**config.mk**
```make
export PLATFORM = sky130hd
export DESIGN_NAME = wb_stage_flat
export DESIGN_NICKNAME = d
export VERILOG_FILES = /design/src/rtl/wb_stage_pkg.sv /design/src/rtl/wb_stage_if.sv /design/src/rtl/wb_stage_ld_align.sv /design/src/rtl/wb_stage.sv /design/src/flat_wrapper.sv
export SDC_FILE = /design/constraint.sdc
export NUM_CORES = 1
export LEC_CHECK = 0
export BUFFER_PORTS_ARGS = -buffer_cell sky130_fd_sc_hd__buf_2
export CORE_ASPECT_RATIO = 0.9
export CORE_UTILIZATION = 45
export DETAILED_ROUTE_END_ITERATION = 16
export PLACE_DENSITY = 0.73
export RECOVER_POWER = 50
export SYNTH_ARGS = -nofsm -noshare
export SYNTH_HDL_FRONTEND = slang
export SYNTH_SLANG_ARGS = --single-unit
```
**constraint.sdc**
```tcl
create_clock -name clk -period 4.4 [get_ports clk]
set_input_delay 0.66 -clock clk [delete_from_list [all_inputs] [get_ports clk]]
set_output_delay 0.66 -clock clk [all_outputs]
set_load 0.01 [all_outputs]
```
**src/rtl/wb_stage_pkg.sv**
```systemverilog
// Shared types and constants for the write-back stage.
//   XLEN / RA_W : data word and register address widths
//   ld_size_e   : load access size
//   ld_meta_t   : per-load metadata held until the LSU response arrives
package wb_stage_pkg;

    localparam int unsigned XLEN = 32;
    localparam int unsigned RA_W = 5;

    typedef enum logic [1:0] {
        LD_B = 2'b00,
        LD_H = 2'b01,
        LD_W = 2'b10
    } ld_size_e;

    typedef struct packed {
        logic [RA_W-1:0] rd;
        ld_size_e        size;
        logic            is_unsigned;
        logic [1:0]      offset;
    } ld_meta_t;

    // Encoding 2'b11 is not a legal size; it behaves as a word access.
    function automatic ld_size_e decode_size(input logic [1:0] raw);
        return (raw == 2'b11) ? LD_W : ld_size_e'(raw);
    endfunction

endpackage

```
**src/rtl/wb_stage_if.sv**
```systemverilog
// Bundle of all non-clock signals of the write-back stage.
//   slave  : seen from wb_stage (ALU/LSU/decode inputs, RF write port outputs)
//   master : seen from the surrounding pipeline / bench
interface wb_stage_if;
    import wb_stage_pkg::*;

    logic            alu_valid_i;
    logic [RA_W-1:0] alu_rd_i;
    logic [XLEN-1:0] alu_data_i;
    logic            alu_stall_o;

    logic            ld_issue_i;
    logic [RA_W-1:0] ld_rd_i;
    logic [1:0]      ld_size_i;
    logic            ld_unsigned_i;
    logic [1:0]      ld_offset_i;
    logic            ld_issue_ready_o;

    logic            rsp_valid_i;
    logic [XLEN-1:0] rsp_data_i;
    logic            rsp_ready_o;

    logic [RA_W-1:0] rs1_addr_i;
    logic [RA_W-1:0] rs2_addr_i;
    logic            rs1_busy_o;
    logic            rs2_busy_o;

    logic            rf_we_o;
    logic [RA_W-1:0] rf_waddr_o;
    logic [XLEN-1:0] rf_wdata_o;

    modport slave (
        input  alu_valid_i, alu_rd_i, alu_data_i,
        output alu_stall_o,
        input  ld_issue_i, ld_rd_i, ld_size_i, ld_unsigned_i, ld_offset_i,
        output ld_issue_ready_o,
        input  rsp_valid_i, rsp_data_i,
        output rsp_ready_o,
        input  rs1_addr_i, rs2_addr_i,
        output rs1_busy_o, rs2_busy_o,
        output rf_we_o, rf_waddr_o, rf_wdata_o
    );

    modport master (
        output alu_valid_i, alu_rd_i, alu_data_i,
        input  alu_stall_o,
        output ld_issue_i, ld_rd_i, ld_size_i, ld_unsigned_i, ld_offset_i,
        input  ld_issue_ready_o,
        output rsp_valid_i, rsp_data_i,
        input  rsp_ready_o,
        output rs1_addr_i, rs2_addr_i,
        input  rs1_busy_o, rs2_busy_o,
        input  rf_we_o, rf_waddr_o, rf_wdata_o
    );

endinterface

```
**src/rtl/wb_stage_ld_align.sv**
```systemverilog
// Load data alignment: shifts the raw memory word down by the byte offset and
// sign/zero-extends the selected byte or halfword.
//   raw         : word as returned by memory
//   size        : access size
//   is_unsigned : zero-extend when 1
//   offset      : addr[1:0]
//   result      : aligned, extended value
module wb_stage_ld_align
    import wb_stage_pkg::*;
(
    input  logic [XLEN-1:0] raw,
    input  ld_size_e        size,
    input  logic            is_unsigned,
    input  logic [1:0]      offset,
    output logic [XLEN-1:0] result
);

    logic [XLEN-1:0] shifted;

    // A halfword at offset 3 gets zeros shifted into its top byte; no trap.
    assign shifted = raw >> {offset, 3'b000};

    always_comb begin
        result = shifted;
        unique case (size)
            LD_B: result = {{(XLEN-8){shifted[7] & ~is_unsigned}}, shifted[7:0]};
            LD_H: result = {{(XLEN-16){shifted[15] & ~is_unsigned}}, shifted[15:0]};
            default: result = shifted;
        endcase
    end

endmodule

```
**src/rtl/wb_stage.sv**
```systemverilog
// Write-back stage. Arbitrates ALU results against in-order LSU load
// responses (loads win), aligns load data and drives the register file write
// port through one register stage. A small FIFO holds metadata of outstanding
// loads and doubles as the load-use scoreboard for decode.
//   clk, rst_n : clock, asynchronous active-low reset
//   bus        : ALU input, load issue, LSU response, scoreboard query and
//                register file write port (see wb_stage_if)
module wb_stage
    import wb_stage_pkg::*;
#(
    parameter int unsigned LD_DEPTH = 2
) (
    input  logic        clk,
    input  logic        rst_n,
    wb_stage_if.slave   bus
);

    localparam int unsigned PtrW = (LD_DEPTH > 1) ? $clog2(LD_DEPTH) : 1;
    localparam int unsigned CntW = $clog2(LD_DEPTH + 1);

    ld_meta_t              meta_q [LD_DEPTH];
    logic [LD_DEPTH-1:0]   vld_q;
    logic [PtrW-1:0]       wr_ptr_q;
    logic [PtrW-1:0]       rd_ptr_q;
    logic [CntW-1:0]       cnt_q;

    logic                  rf_we_q;
    logic [RA_W-1:0]       rf_waddr_q;
    logic [XLEN-1:0]       rf_wdata_q;

    logic                  full;
    logic                  empty;
    logic                  push;
    logic                  pop;
    ld_meta_t              push_meta;
    ld_meta_t              head;
    logic [XLEN-1:0]       ld_data;

    logic                  win_valid;
    logic [RA_W-1:0]       win_rd;
    logic [XLEN-1:0]       win_data;
    logic                  rs1_hit;
    logic                  rs2_hit;

    function automatic logic [PtrW-1:0] ptr_inc(input logic [PtrW-1:0] p);
        return (p == PtrW'(LD_DEPTH - 1)) ? '0 : p + 1'b1;
    endfunction

    assign full  = (cnt_q == CntW'(LD_DEPTH));
    assign empty = (cnt_q == '0);
    // Issue while full is dropped; a same-cycle pop does not make room.
    assign push  = bus.ld_issue_i && !full;
    assign pop   = bus.rsp_valid_i && !empty;

    assign push_meta = '{rd:          bus.ld_rd_i,
                         size:        decode_size(bus.ld_size_i),
                         is_unsigned: bus.ld_unsigned_i,
                         offset:      bus.ld_offset_i};
    assign head = meta_q[rd_ptr_q];

    wb_stage_ld_align u_ld_align (
        .raw         (bus.rsp_data_i),
        .size        (head.size),
        .is_unsigned (head.is_unsigned),
        .offset      (head.offset),
        .result      (ld_data)
    );

    // A retiring load always takes the write port; the ALU is told to hold.
    assign win_valid = pop || bus.alu_valid_i;
    assign win_rd    = pop ? head.rd : bus.alu_rd_i;
    assign win_data  = pop ? ld_data : bus.alu_data_i;

    always_comb begin
        rs1_hit = 1'b0;
        rs2_hit = 1'b0;
        for (int i = 0; i < LD_DEPTH; i++) begin
            if (vld_q[i] && (meta_q[i].rd == bus.rs1_addr_i)) rs1_hit = 1'b1;
            if (vld_q[i] && (meta_q[i].rd == bus.rs2_addr_i)) rs2_hit = 1'b1;
        end
    end

    always_ff @(posedge clk or negedge rst_n) begin
        if (!rst_n) begin
            for (int i = 0; i < LD_DEPTH; i++) meta_q[i] <= '0;
            vld_q      <= '0;
            wr_ptr_q   <= '0;
            rd_ptr_q   <= '0;
            cnt_q      <= '0;
            rf_we_q    <= 1'b0;
            rf_waddr_q <= '0;
            rf_wdata_q <= '0;
        end else begin
            // Push and pop never address the same slot: a pop needs a
            // non-empty FIFO and a push needs a non-full one.
            if (push) begin
                meta_q[wr_ptr_q] <= push_meta;
                vld_q[wr_ptr_q]  <= 1'b1;
                wr_ptr_q         <= ptr_inc(wr_ptr_q);
            end
            if (pop) begin
                vld_q[rd_ptr_q] <= 1'b0;
                rd_ptr_q        <= ptr_inc(rd_ptr_q);
            end
            if (push && !pop) begin
                cnt_q <= cnt_q + 1'b1;
            end else if (pop && !push) begin
                cnt_q <= cnt_q - 1'b1;
            end

            rf_we_q <= win_valid && (win_rd != '0);
            if (win_valid) begin
                rf_waddr_q <= win_rd;
                rf_wdata_q <= win_data;
            end
        end
    end

    assign bus.alu_stall_o      = bus.alu_valid_i && pop;
    assign bus.ld_issue_ready_o = !full;
    assign bus.rsp_ready_o      = !empty;
    assign bus.rs1_busy_o       = (bus.rs1_addr_i != '0) && rs1_hit;
    assign bus.rs2_busy_o       = (bus.rs2_addr_i != '0) && rs2_hit;
    assign bus.rf_we_o          = rf_we_q;
    assign bus.rf_waddr_o       = rf_waddr_q;
    assign bus.rf_wdata_o       = rf_wdata_q;

endmodule
```
**src/flat_wrapper.sv**
```systemverilog
// flat-port wrapper written by rule: the top's interface ports become plain ports
module wb_stage_flat import wb_stage_pkg::*;
#(
    parameter int unsigned LD_DEPTH = 2
)
  (clk, rst_n, bus_alu_valid_i, bus_alu_rd_i, bus_alu_data_i, bus_alu_stall_o, bus_ld_issue_i, bus_ld_rd_i, bus_ld_size_i, bus_ld_unsigned_i, bus_ld_offset_i, bus_ld_issue_ready_o, bus_rsp_valid_i, bus_rsp_data_i, bus_rsp_ready_o, bus_rs1_addr_i, bus_rs2_addr_i, bus_rs1_busy_o, bus_rs2_busy_o, bus_rf_we_o, bus_rf_waddr_o, bus_rf_wdata_o);
  wb_stage_if bus_i ();
  input  logic clk;
  input  logic rst_n;
  input wire logic [$bits(bus_i.alu_valid_i)-1:0] bus_alu_valid_i;
  input wire logic [$bits(bus_i.alu_rd_i)-1:0] bus_alu_rd_i;
  input wire logic [$bits(bus_i.alu_data_i)-1:0] bus_alu_data_i;
  output wire logic [$bits(bus_i.alu_stall_o)-1:0] bus_alu_stall_o;
  input wire logic [$bits(bus_i.ld_issue_i)-1:0] bus_ld_issue_i;
  input wire logic [$bits(bus_i.ld_rd_i)-1:0] bus_ld_rd_i;
  input wire logic [$bits(bus_i.ld_size_i)-1:0] bus_ld_size_i;
  input wire logic [$bits(bus_i.ld_unsigned_i)-1:0] bus_ld_unsigned_i;
  input wire logic [$bits(bus_i.ld_offset_i)-1:0] bus_ld_offset_i;
  output wire logic [$bits(bus_i.ld_issue_ready_o)-1:0] bus_ld_issue_ready_o;
  input wire logic [$bits(bus_i.rsp_valid_i)-1:0] bus_rsp_valid_i;
  input wire logic [$bits(bus_i.rsp_data_i)-1:0] bus_rsp_data_i;
  output wire logic [$bits(bus_i.rsp_ready_o)-1:0] bus_rsp_ready_o;
  input wire logic [$bits(bus_i.rs1_addr_i)-1:0] bus_rs1_addr_i;
  input wire logic [$bits(bus_i.rs2_addr_i)-1:0] bus_rs2_addr_i;
  output wire logic [$bits(bus_i.rs1_busy_o)-1:0] bus_rs1_busy_o;
  output wire logic [$bits(bus_i.rs2_busy_o)-1:0] bus_rs2_busy_o;
  output wire logic [$bits(bus_i.rf_we_o)-1:0] bus_rf_we_o;
  output wire logic [$bits(bus_i.rf_waddr_o)-1:0] bus_rf_waddr_o;
  output wire logic [$bits(bus_i.rf_wdata_o)-1:0] bus_rf_wdata_o;
  assign bus_i.alu_valid_i = bus_alu_valid_i;
  assign bus_i.alu_rd_i = bus_alu_rd_i;
  assign bus_i.alu_data_i = bus_alu_data_i;
  assign bus_alu_stall_o = bus_i.alu_stall_o;
  assign bus_i.ld_issue_i = bus_ld_issue_i;
  assign bus_i.ld_rd_i = bus_ld_rd_i;
  assign bus_i.ld_size_i = bus_ld_size_i;
  assign bus_i.ld_unsigned_i = bus_ld_unsigned_i;
  assign bus_i.ld_offset_i = bus_ld_offset_i;
  assign bus_ld_issue_ready_o = bus_i.ld_issue_ready_o;
  assign bus_i.rsp_valid_i = bus_rsp_valid_i;
  assign bus_i.rsp_data_i = bus_rsp_data_i;
  assign bus_rsp_ready_o = bus_i.rsp_ready_o;
  assign bus_i.rs1_addr_i = bus_rs1_addr_i;
  assign bus_i.rs2_addr_i = bus_rs2_addr_i;
  assign bus_rs1_busy_o = bus_i.rs1_busy_o;
  assign bus_rs2_busy_o = bus_i.rs2_busy_o;
  assign bus_rf_we_o = bus_i.rf_we_o;
  assign bus_rf_waddr_o = bus_i.rf_waddr_o;
  assign bus_rf_wdata_o = bus_i.rf_wdata_o;
  wb_stage #(.LD_DEPTH(LD_DEPTH)) u_core (.clk(clk), .rst_n(rst_n), .bus(bus_i));
endmodule
```
Word-level counts from Yosys, hierarchy flattened. Index checks and enable logic that the tools add are counted.

$add $sub $neg: 4. $lt $le $gt $ge: 7. Equal/unequal tests: 7. Shifts and indexed selects: 1. Multiplexer cells: 24. Bitwise operators: 8. Reductions and logical operators: 26.

Operator list (number): 32-bit one-hot mux with 2 select lines (1); 10-bit 2-to-1 mux (4); 32-bit 2-to-1 mux (1); 32-bit by 5-bit >> shifter with 32-bit output (1); 20-bit bitwise mux (1); 5-bit equality test (4); 1-bit logical AND (15); 5-bit nonzero test (3); 10-bit demux with 1-bit select (1); 2-bit 2-to-1 mux (5); 1-bit 2-to-1 mux (8); 5-bit 2-to-1 mux (1); 2-bit equality test (second input constant) (2); 2-bit >= comparator (second input constant) (2); 1-bit zero test (4); 2-bit zero test (2); 1-bit by 2-bit < comparator with 1-bit output (second input constant) (2); 1-bit inverter with 2-bit output (2); 1-bit adder (second input constant) (2); 2-bit by 1-bit adder with 2-bit output (second input constant) (1); 1-bit AND (2); 2-bit AND (1); 1-bit demux with 1-bit select (2); 2-bit by 1-bit equality test with 1-bit output (second input constant) (1); other kinds (8) (9).

Register bits after elaboration: 64. Input port bits: 94. Output and inout bits: 43.

Longest topological paths before layout. Gate-level depths: netlist of run 1.

Depth after elaboration: 8. Mapped depth: 10. Depth with buffers taken out: 7.

Cells and area by module. Synthesis of run 1 repeated with hierarchy kept, for this count alone.

Cells, all modules: 382. Area total of the unflattened synthesis: 3916.3 um2.

By module, submodules not included: wb_stage (times used 1, cells each 279, area an instance 3148.0 um2, seq. area each 1601.5 um2); wb_stage_ld_align (times used 1, cells each 103, area an instance 768.2 um2, seq. area each 0.0 um2).

Worst setup path after synthesis of run 1. OpenSTA, ideal clock, no wires.

Path kind: input -> output. Start point: input port bus_alu_valid_i. End point: output port bus_alu_stall_o. Arrival: 1.641 ns. Required time: 3.740 ns. Setup slack: 2.099 ns. Stages on the path: 3. Path buffers: 2. Cells stage by stage: clkbuf_1 clkbuf_1 and3_1.

Cells in the longest elaborated chain, start to end: 1.

RTL lines: start, declared (line flat_wrapper.sv:10) `input wire logic [$bits(bus_i.alu_valid_i)-1:0] bus_alu_valid_i;`; 1-bit logical AND (line wb_stage.sv:119) `assign bus.alu_stall_o = bus.alu_valid_i && pop;`; end, declared (line flat_wrapper.sv:13) `output wire logic [$bits(bus_i.alu_stall_o)-1:0] bus_alu_stall_o;`.

No other way between the ends.

==> metrics.md, run 1 <==
| Metric | Value |
|---|---|
| Overflow after GRT | 0 |
| Slew margin rel. | -23.91% |
| Via density | about 5.4 |
| Synth top area share | roughly two fifths |
| Reg area | 1602 µm² |
| Initial antenna violation count | 0 |
| Post-CTS sizing | 0 |
| Vias in the first global route | about 3.3k |
| RSZ-0062 raised after global routing | false |
| Pin count of the biggest net entering global routing | 56 |
| DIE HEIGHT | ~90 µm |
| Synth Register Bits | 64 |
| Net count, final | slightly above 600 |
| Dpl hpwl | about 7.9 mm |
| Diodes inserted | 0 |
| IO Pins | roughly 140 |
| Initial Utilization | a little under half |
| Routed WL | 10.26 mm |
| # hold bufs at CTS | 0 |
| CTS buffer count | 9 |
| Max Fanout on Critical Path | 34 |
| # fillers | between 700 and 800 |
| Max Freq | between 0.3 and 0.4 GHz |
| # setup viols final | 0 |
| Fin. Hold Viols | 0 |
| Clock sinks | 64 |
| Area Growth Syn to Fin | 23.52% |
| Setup TNS | 0 ns |
| Worst hold path type | reg -> reg |
| Synth Warn # | 0 |
| IR drop worst, VDD | 298.0 µV |
| Crit path cell chain | clkbuf_1 -> clkbuf_1 |
| Share of layout cells above drive strength 1 | 34.44% |
| Setup Buffers After CTS | 0 |
| Top cell type by total area after synthesis | dfrtp_1 |
| Worst EP required | 4.57 ns |
| GP Congestion | about 0.9 |
| Crit path buffers/inverters | 2 |
| EDFF count, synth | 0 |
| Clk root buf | clkbuf_8 |
| Die Area | about 9000 µm² |
| Via count | 3379 |
| Worst Tran Pin Value | between 1.5 and 2 ns |
| Syn Inst Count | between 300 and 400 |
| Synth top area cells | dfrtp_1 (41%), mux2i_1 (12%), mux2_2 (5.5%) |
| CTS tree | built |
| CP max stage delay | around 1.3 ns |
| Total Power | about 0.0036 W |
| Failing checks | capacitance limit, slew limit |
| Share of flip-flops with an asynchronous set or reset | 100.0% |
| Skew final | 0.004638 ns |
| Most frequent cells in the layout | buf_2 (115), dfrtp_1 (64), nand2_1 (53) |
| Crit path launch type | input pin |
| Mapped Avg Cell Area | just over 10 µm² |
| Fin crit period | ~3 ns |
| Most Frequent Cell on Critical Path | clkbuf_1 |
| Core Box Area | slightly above 8000 µm² |
| Most common cell after layout, fill and taps aside | buf_2 |
| GRT Total Usage | a little under a quarter |
| CP endpoint kind | async pin |
| Power Dens Cells | 750.1 nW/µm² |
| Syn nets | around 480 |
| Final core utilization | between 50% and 60% |
| Leakage power | ~2.3 nW |
| Wire per inst | 16.32 µm |
| Setup CP Type | in -> async |
| Part of the Yosys area used for sequential elements | 41.46% |
| Die extent in x | 99.66 µm |
| Top_reg_cell synth | dfrtp_1 |
| H-tree levels | 3 |
| IO buf count | approximately 140 |
| Max_cap viols | 2 |
| Slowest-stage cell, CP | clkbuf_1 |
| Area of the multi-input gates | 2128 µm² |
| Mapped Area | between 3000 and 4000 µm² |
| First-pass GRT wire length | approximately 17 mm |
| Fin crit share | around 70% |
| Netlist cell types | between 40 and 50 |
| Placed inst area | roughly 4600 µm² |
| Site Rows | 31 |
| Clock Latency Late Sink | about 0.34 ns |
| Cell family with most CP delay | buffers and inverters |
| Max Root-Sink Buffers | 2 |
| Clk slew on worst S/H paths | around 0.07 ns |
| DRC | 0 |
| Iteration-0 DRC Markers | between 100 and 150 |
| Cell area after layout | between 4000 and 5000 µm² |
| Outcome | finished with violations |
| Critical Path AT | between 3 and 4 ns |
| Detailed Routing Iterations Pass 1 | 5 |
| Max Slew Vio Count | 67 |
| Detail Route Antenna Nets | 0 |
flip-flops by register name (all words and copies together) (netlist names):
name and flops:
u_core.bus.rf_waddr_o 5, u_core.bus.rf_wdata_o 32, u_core.bus.rf_we_o 1, u_core.cnt_q 2
u_core.meta_q 20, u_core.rd_ptr_q 1, u_core.vld_q 2, u_core.wr_ptr_q 1
power by group:
| group | switching, W | internal [W] |
|---|---|---|
| Sequential | 0.000314 | 0.000894 |
| Combinational | 0.00101 | 0.000801 |
| Clock | 0.000216 | 0.000346 |
cell type report:
| cell class | instances | share of cell area (%) |
|---|---|---|
| Clock buffer | 12 | 3.252 |
| Clock inverter | 3 | 1.364 |
| Timing Repair Buffer | 137 | 13.79 |
| Tap cell | 115 | 3.016 |
| Inverter | 5 | 0.3934 |
| Sequential cell | 64 | 33.57 |
| Multi-Input combinational cell | 293 | 44.61 |
cells by family after synthesis:
logic type               synth area share, %
multiplexers                           19.11
buffers and inverters                  3.433
flip-flops                             41.46
AND/OR/NAND/NOR                        12.70
AO/OA/AOI/OAI                          17.30
XOR/XNOR                               5.669
adder cells (fa/ha/maj)               0.3239
worst paths after layout:
| kind | slack, ns | depth (start not counted) | end | start |
|---|---|---|---|---|
| min in group asynchronous | 0.81 | 1 | u_core.meta_q[7] | rst_n |
| setup / recovery | 1.33 | 2 | u_core.meta_q[5] | rst_n |
| hold / removal | 0.48 | 2 | u_core.bus.rf_waddr_o[2] | u_core.bus.rf_waddr_o[2] |
| hold reg to reg | 0.48 | 2 | u_core.bus.rf_waddr_o[2] | u_core.bus.rf_waddr_o[2] |
| setup reg to reg | 1.50 | 5 | u_core.bus.rf_wdata_o[20] | u_core.rd_ptr_q |
| max in group clk | 1.50 | 5 | u_core.bus.rf_wdata_o[20] | u_core.rd_ptr_q |
through the flow:
stage	hold WS [ns]	worst slack, ns	instances
global placement	0.4681	1.652	614
global route	0.5177	0.7785	629
CTS	0.3978	1.543	629
finish	0.4803	1.332	629
floorplan	0.3644	2.099	384
detailed placement	0.4709	1.530	614
per-layer routing:
layer / share of wire (%) / GRT usage (%) / up-vias
li1: - / - / 1636
met5: 0 / 0 / -
met4: 2.3 / 10.17 / 0
met1: 46 / 31.89 / 1596
met2: 47 / 37.44 / 129
met3: 5.2 / 5.054 / 18
cells in the mapped netlist (2+ instances only):
| cell type | instances |
|---|---|
| xnor2_1 | 7 |
| buf_2 | 7 |
| or4_1 | 2 |
| mux2i_1 | 45 |
| and2_1 | 2 |
| clkbuf_1 | 10 |
| a22oi_1 | 14 |
| buf_6 | 2 |
| inv_1 | 4 |
| dfrtp_1 | 64 |
| nor3b_1 | 2 |
| o21ai_0 | 8 |
| mux2_2 | 19 |
| nand2_1 | 53 |
| nor4_1 | 5 |
| and3_1 | 2 |
| mux2i_4 | 2 |
| a21oi_1 | 28 |
| a31o_2 | 7 |
| o2bb2ai_1 | 7 |
| a22oi_4 | 2 |
| buf_4 | 2 |
| a22oi_2 | 10 |
| nor2_1 | 29 |
| nand3_1 | 12 |
| nand2b_1 | 2 |
| xor2_1 | 18 |
Note: power is estimated with default switching activity, not from simulation.
==> inputs of run 2 (changes only) <==
clock period = 2.9 ns   (was 4.4 ns; I/O delays follow)
==> run 2 against run 1 <==
Net effect:
- the run still ends with capacitance limit, slew limit left
- via count grew 0.71%
- wire length grew 0.51%
- worst setup slack lost 0.75 ns
- clock skew grew 0.0019 ns
- utilization grew 0.49 points
- cell count grew 1.3%
- sequential power grew 46%
==> metrics.md, run 2 (synthesis results as in run 1) <==
| Metric | Value |
|---|---|
| Slew margin rel. | -24.50% (-0.58 points) |
| # fillers | 713 (-8.0%) |
| Post-CTS sizing | 0 (unchanged) |
| GRT Total Usage | 24.01% (+0.14 points) |
| Via count | 3403 (+0.71%) |
| Core Box Area | 8184 µm² (unchanged) |
| Clock Latency Late Sink | 0.34 ns (about the same) |
| Crit path launch type | register |
| CTS buffer count | 9 (unchanged) |
| Clock sinks | 64 (unchanged) |
| Crit path cell chain | buf_4 -> mux2_2 -> a22oi_4 -> a22oi_4 -> a22oi_1 |
| Most frequent cells in the layout | buf_2 (115), dfrtp_1 (64), nand2_1 (53) |
| Via density | 5.342 (-0.55%) |
| Cells after DPL | 621 (+1.1%) |
| Site Rows | 31 (unchanged) |
| Overflow after GRT | 0 (unchanged) |
| Crit path buffers/inverters | 1 (-1) |
| Worst Tran Pin Value | 1.867 ns (+0.008759 ns) |
| RSZ-0062 raised after global routing | false |
| Failing checks | capacitance limit, slew limit |
| Fin crit share | approximately 80% |
| Setup TNS | 0 ns (unchanged) |
| GP Congestion | 0.9035 (+0.57%) |
| Critical Path AT | 2.50 ns (-0.74 ns) |
| Dpl hpwl | 7.925 mm (+0.23%) |
| Fin. Hold Viols | 0 (unchanged) |
| Power Dens Cells | 1124 nW/µm² (+50%) |
| Max Root-Sink Buffers | 2 (unchanged) |
| CTS tree | built |
| Leakage power | 2.290 nW (+0.63%) |
| Area of the multi-input gates | 2128 µm² (unchanged) |
| Share of layout cells above drive strength 1 | 35.82% (+1.4 points) |
| Outcome | finished with violations |
| Clk slew on worst S/H paths | 0.07 ns (about the same) |
| IO buf count | 136 (unchanged) |
| Iteration-0 DRC Markers | 234 (+60%) |
| DRC | 0 (unchanged) |
| Diodes inserted | 0 (unchanged) |
| Clk root buf | clkbuf_8 |
| Skew final | 0.006533 ns (+0.001895 ns) |
| Setup Buffers After CTS | 0 (unchanged) |
| Die Area | 8958 µm² (unchanged) |
| CP endpoint kind | register |
| Max reg flops | 32 (unchanged) |
| Detailed Routing Iterations Pass 1 | 4 (-1) |
| Worst hold slack | 0.3354 ns (-0.1449 ns) |
| Routed WL | 10.32 mm (+0.51%) |
| Setup CP Type | reg -> reg |
| Most Frequent Cell on Critical Path | a22oi_4 |
| Fin crit period | 2.317 ns |
| Max Freq | 0.4316 GHz |
| Pin count of the biggest net entering global routing | 42 (-25%) |
| First-pass GRT wire length | 16.82 mm (+1.4%) |
| Most common cell after layout, fill and taps aside | buf_2 |
| Max Slew Vio Count | 36 (-46%) |
| IR drop worst, VDD | 479.3 µV (+61%) |
| Initial Utilization | 47.19% (unchanged) |
| Die extent in x | 99.66 µm (unchanged) |
| Worst EP required | 3.09 ns (-1.48 ns) |
| Worst hold path type | in -> reg |
| CP max stage delay | 0.56 ns (-0.74 ns) |
| H-tree levels | 3 (unchanged) |
| Cell family with most CP delay | compound AO/OA/AOI/OAI gates |
| Reg area | 1602 µm² (unchanged) |
| PnR worst setup slack | 0.5832 ns (-0.7485 ns) |
| DP Worst Slack | 0.6217 ns (-0.9084 ns) |
| Area Growth Syn to Fin | 24.55% |
| Vias in the first global route | 3447 (+3.7%) |
| Slowest-stage cell, CP | a22oi_4 |
| Final non-filler cell total | 637 (+1.3%) |
| Initial antenna violation count | 0 (unchanged) |
| Max_cap viols | 1 (-1) |
| Net count, final | 612 (+1.2%) |
| IO Pins | 137 (unchanged) |
| # setup viols final | 0 (unchanged) |
| Wire per inst | 16.19 µm (-0.76%) |
| DIE HEIGHT | 89.89 µm (unchanged) |
| Detail Route Antenna Nets | 0 (unchanged) |
| # hold bufs at CTS | 0 (unchanged) |
| Max Fanout on Critical Path | 18 (-47%) |
run 2: cell types whose count changed in the layout (fill, tap and decap cells not counted), sizes merged:
cell      previous run  this run
bufinv               2         1
clkinvlp             0         4
buf                115       122
clkbuf              34        32
run 2: metrics by stage:
step	area [µm²]	util, %	power, W
final	4811	58.78	0.005408
after global routing	4811	58.78	0.005813
after CTS	4852	59.29	0.005447
after detailed placement	4646	56.77	0.004649
after global placement	4646	56.77	0.004570
after floorplan	3862	-	0.003838
run 2: final cells by class:
| cell class | instances | area share, % |
|---|---|---|
| Clock buffer | 10 | 2.861 |
| Inverter | 5 | 0.3901 |
| Tap cell | 115 | 2.991 |
| Timing Repair Buffer | 144 | 14.80 |
| Multi-Input combinational cell | 293 | 44.24 |
| Sequential cell | 64 | 33.29 |
| Clock inverter | 6 | 1.430 |
run 2: final timing paths:
kind | from | end | slack, ns | cells after the start
worst max-delay path | u_core.rd_ptr_q | u_core.bus.rf_wdata_o[16] | 0.58 | 5
worst min-delay path | bus_ld_rd_i[1] | u_core.meta_q[16] | 0.34 | 2
worst max register to register | u_core.rd_ptr_q | u_core.bus.rf_wdata_o[16] | 0.58 | 5
min in group asynchronous | rst_n | u_core.meta_q[7] | 0.60 | 1
worst min register to register | u_core.bus.rf_waddr_o[3] | u_core.bus.rf_waddr_o[3] | 0.49 | 2
max in group asynchronous | rst_n | u_core.bus.rf_wdata_o[14] | 0.72 | 2
run 2: power breakdown:
group | total, W | internal, W | switching, W | leakage [nW]
Clock | 0.000783 | 0.000421 | 0.000362 | 0.0907
Sequential | 0.00177 | 0.00136 | 0.000419 | 0.757
Combinational | 0.00285 | 0.00126 | 0.00159 | 1.44
Total | 0.00541 | 0.00304 | 0.00237 | 2.29
run 2: routing by layer:
layer	GRT usage, %	vias up	share of wire (%)
met4	7.843	0	1.7
met3	4.899	16	5.7
li1	-	1643	-
met5	0	-	0
met1	32.96	1623	46
met2	37.91	121	47
run 2: worst reg2reg max path: stages (launching register included):
cell	delay [ns]
dfrtp_1	0.52
buf_4	0.33
mux2_2	0.42
a22oi_4	0.16
a22oi_4	0.56
a22oi_1	0.18
==> inputs of run 3 (changes only) <==
clock period = 2.4 ns   (was 2.9 ns; I/O delays follow)
==> run 3 against run 2 <==
Net effect:
- the flow still finishes with violations (capacitance limit, slew limit)
- flip-flop and latch count is the same
- critical path depth is the same
- clock power grew 28%
- worst hold slack got worse by 0.069 ns
- utilization grew 0.34 points
- first-iteration DRC count down 21%
- critical endpoint is now u_core.bus.rf_wdata_o[19]
- largest power group unchanged
==> metrics.md, run 3 (synthesis results as in run 1) <==
| Metric | Value |
|---|---|
| Max reg flops | 32 (unchanged) |
| Detailed Routing Iterations Pass 1 | 4 (unchanged) |
| Max Freq | 0.4655 GHz (+7.8%) |
| Setup CP Type | reg -> reg |
| Crit path launch type | register |
| Max Slew Vio Count | 34 (-5.6%) |
| CP endpoint kind | register |
| # hold bufs at CTS | 0 (unchanged) |
| Diodes inserted | 0 (unchanged) |
| Combinational share of power | 52.6% (about the same) |
| Fin crit period | 2.148 ns (-0.1683 ns) |
| H-tree levels | 3 (unchanged) |
| First-pass GRT wire length | 16.71 mm (-0.66%) |
| Max Root-Sink Buffers | 2 (unchanged) |
| DRC | 0 (unchanged) |
| Failing checks | capacitance limit, slew limit |
| Area Growth Syn to Fin | 25.27% |
| Critical Path AT | 2.33 ns (-0.17 ns) |
| Slew margin rel. | -12.86% (+12 points) |
| # fillers | 730 (+2.4%) |
| Max Fanout on Critical Path | 24 (+6) |
| Routed WL | 10.20 mm (-1.1%) |
| CTS buffer count | 9 (unchanged) |
| Wire per inst | 15.99 µm (-1.2%) |
| Most Frequent Cell on Critical Path | a22oi_4 |
| Dpl hpwl | 7.910 mm (-0.19%) |
| Post-CTS sizing | 0 (unchanged) |
| Die Area | 8958 µm² (unchanged) |
| Die extent in x | 99.66 µm (unchanged) |
| CTS tree | built |
| Clock sinks | 64 (unchanged) |
| Worst Tran Pin Value | 1.693 ns (-0.1746 ns) |
| Overflow after GRT | 0 (unchanged) |
| Switching Fraction | 42.83% (-0.99 points) |
| Crit path cell chain | buf_4 -> mux2_2 -> a22oi_4 -> a22oi_4 -> a22oi_1 |
| Max_cap viols | 1 (unchanged) |
| Clk pwr share | 15.2% (+0.7 points) |
| IO buf count | 136 (unchanged) |
| DP Worst Slack | 0.2643 ns (-0.3574 ns) |
| RSZ-0062 raised after global routing | false |
| Clock Latency Late Sink | 0.34 ns (about the same) |
| Crit path buffers/inverters | 1 (unchanged) |
| GRT Total Usage | 23.65% (-0.36 points) |
| Via count | 3457 (+1.6%) |
| Most common cell after layout, fill and taps aside | buf_2 |
| Via density | 5.418 (+1.4%) |
| Most frequent cells in the layout | buf_2 (115), dfrtp_1 (64), nand2_1 (53) |
| Worst EP required | 2.58 ns (-0.51 ns) |
| Initial Utilization | 47.19% (unchanged) |
| CP max stage delay | 0.54 ns (-0.02 ns) |
| Clk slew on worst S/H paths | 0.07 ns (about the same) |
| Power Dens Cells | 1363 nW/µm² (+21%) |
| Skew final | 0.008280 ns (+0.001747 ns) |
| Worst hold path type | in -> reg |
| Iteration-0 DRC Markers | 185 (-21%) |
| Internal power | 0.003769 W (+24%) |
| PnR worst setup slack | 0.2515 ns (-0.3317 ns) |
| DIE HEIGHT | 89.89 µm (unchanged) |
| Fin. Hold Viols | 0 (unchanged) |
| # setup viols final | 0 (unchanged) |
| IO Pins | 137 (unchanged) |
| Detail Route Antenna Nets | 0 (unchanged) |
| Fin crit share | 89.52% (+9.6 points) |
| Core Box Area | 8184 µm² (unchanged) |
| Share of layout cells above drive strength 1 | 35.56% (-0.26 points) |
| Clk root buf | clkbuf_8 |
| Vias in the first global route | 3360 (-2.5%) |
| Setup Buffers After CTS | 0 (unchanged) |
| Pin count of the biggest net entering global routing | 43 (+2.4%) |
| Setup TNS | 0 ns (unchanged) |
| Sequential Power Share | 32.2% (-0.6 points) |
| Outcome | finished with violations |
| IR drop worst, VDD | 598.2 µV (+25%) |
| Slowest-stage cell, CP | a22oi_4 |
| Cell family with most CP delay | compound AO/OA/AOI/OAI gates |
| Net count, final | 613 (+0.16%) |
| GP Congestion | 0.8865 (-1.9%) |
| Sw power | 0.002824 W (+19%) |
| Leakage power | 2.319 nW (+1.2%) |
| Site Rows | 31 (unchanged) |
| Initial antenna violation count | 0 (unchanged) |
run 3: worst paths after layout:
kind,slack [ns],end,cells past startpoint,from
max,0.25,u_core.bus.rf_wdata_o[19],5,u_core.rd_ptr_q
min,0.27,u_core.meta_q[6],2,bus_ld_rd_i[1]
max reg2reg,0.25,u_core.bus.rf_wdata_o[19],5,u_core.rd_ptr_q
min reg2reg,0.49,u_core.bus.rf_waddr_o[3],2,u_core.bus.rf_waddr_o[3]
max in group asynchronous,0.58,u_core.bus.rf_wdata_o[2],2,rst_n
min in group asynchronous,0.45,u_core.meta_q[8],1,rst_n
run 3: final cells by class:
| type | instances | area, µm² | area share (%) |
|---|---|---|---|
| inverter | 5 | 18.77 | 0.3879 |
| clock inverter | 2 | 35.03 | 0.7241 |
| tap | 115 | 143.9 | 2.974 |
| clock buffer | 14 | 182.7 | 3.776 |
| multi-input combinational | 293 | 2128 | 43.99 |
| timing repair buffer | 145 | 728.2 | 15.05 |
| sequential | 64 | 1602 | 33.10 |
run 3: power groups by stage:
| stage | Sequential (W) | Clock (W) | Combinational, W |
|---|---|---|---|
| after floorplan | 0.00218 | 0 | 0.00246 |
| after global placement | 0.00211 | 0 | 0.00343 |
| after detailed placement | 0.00213 | 0 | 0.00351 |
| after CTS | 0.00211 | 0.00101 | 0.00352 |
| after global routing | 0.00220 | 0.00107 | 0.00381 |
| final | 0.00212 | 0.00100 | 0.00347 |
run 3: stage by stage:
stage	hold slack [ns]	instance area [µm²]	util, %	power [W]	instances
2_1_floorplan	0.06441	3862	-	0.004638	384
6_report	0.2663	4838	59.12	0.006593	638
4_1_cts	0.08805	4871	59.52	0.006637	638
5_1_grt	0.2695	4838	59.12	0.007074	638
3_5_place_dp	0.4601	4653	56.86	0.005640	622
3_3_place_gp	0.4403	4653	56.86	0.005540	622
run 3: worst reg2reg max path, cell delays in order, from the launching register on:
cell	delay (ns)
dfrtp_1	0.37
buf_4	0.32
mux2_2	0.42
a22oi_4	0.16
a22oi_4	0.54
a22oi_1	0.19
run 3: layer usage:
metal	part of all wire (%)	global-route usage, %	vias up
met2	45	35.76	139
met1	46	34.56	1646
met3	6.5	3.810	21
met5	0	0	-
li1	-	-	1651
met4	1.9	7.598	0
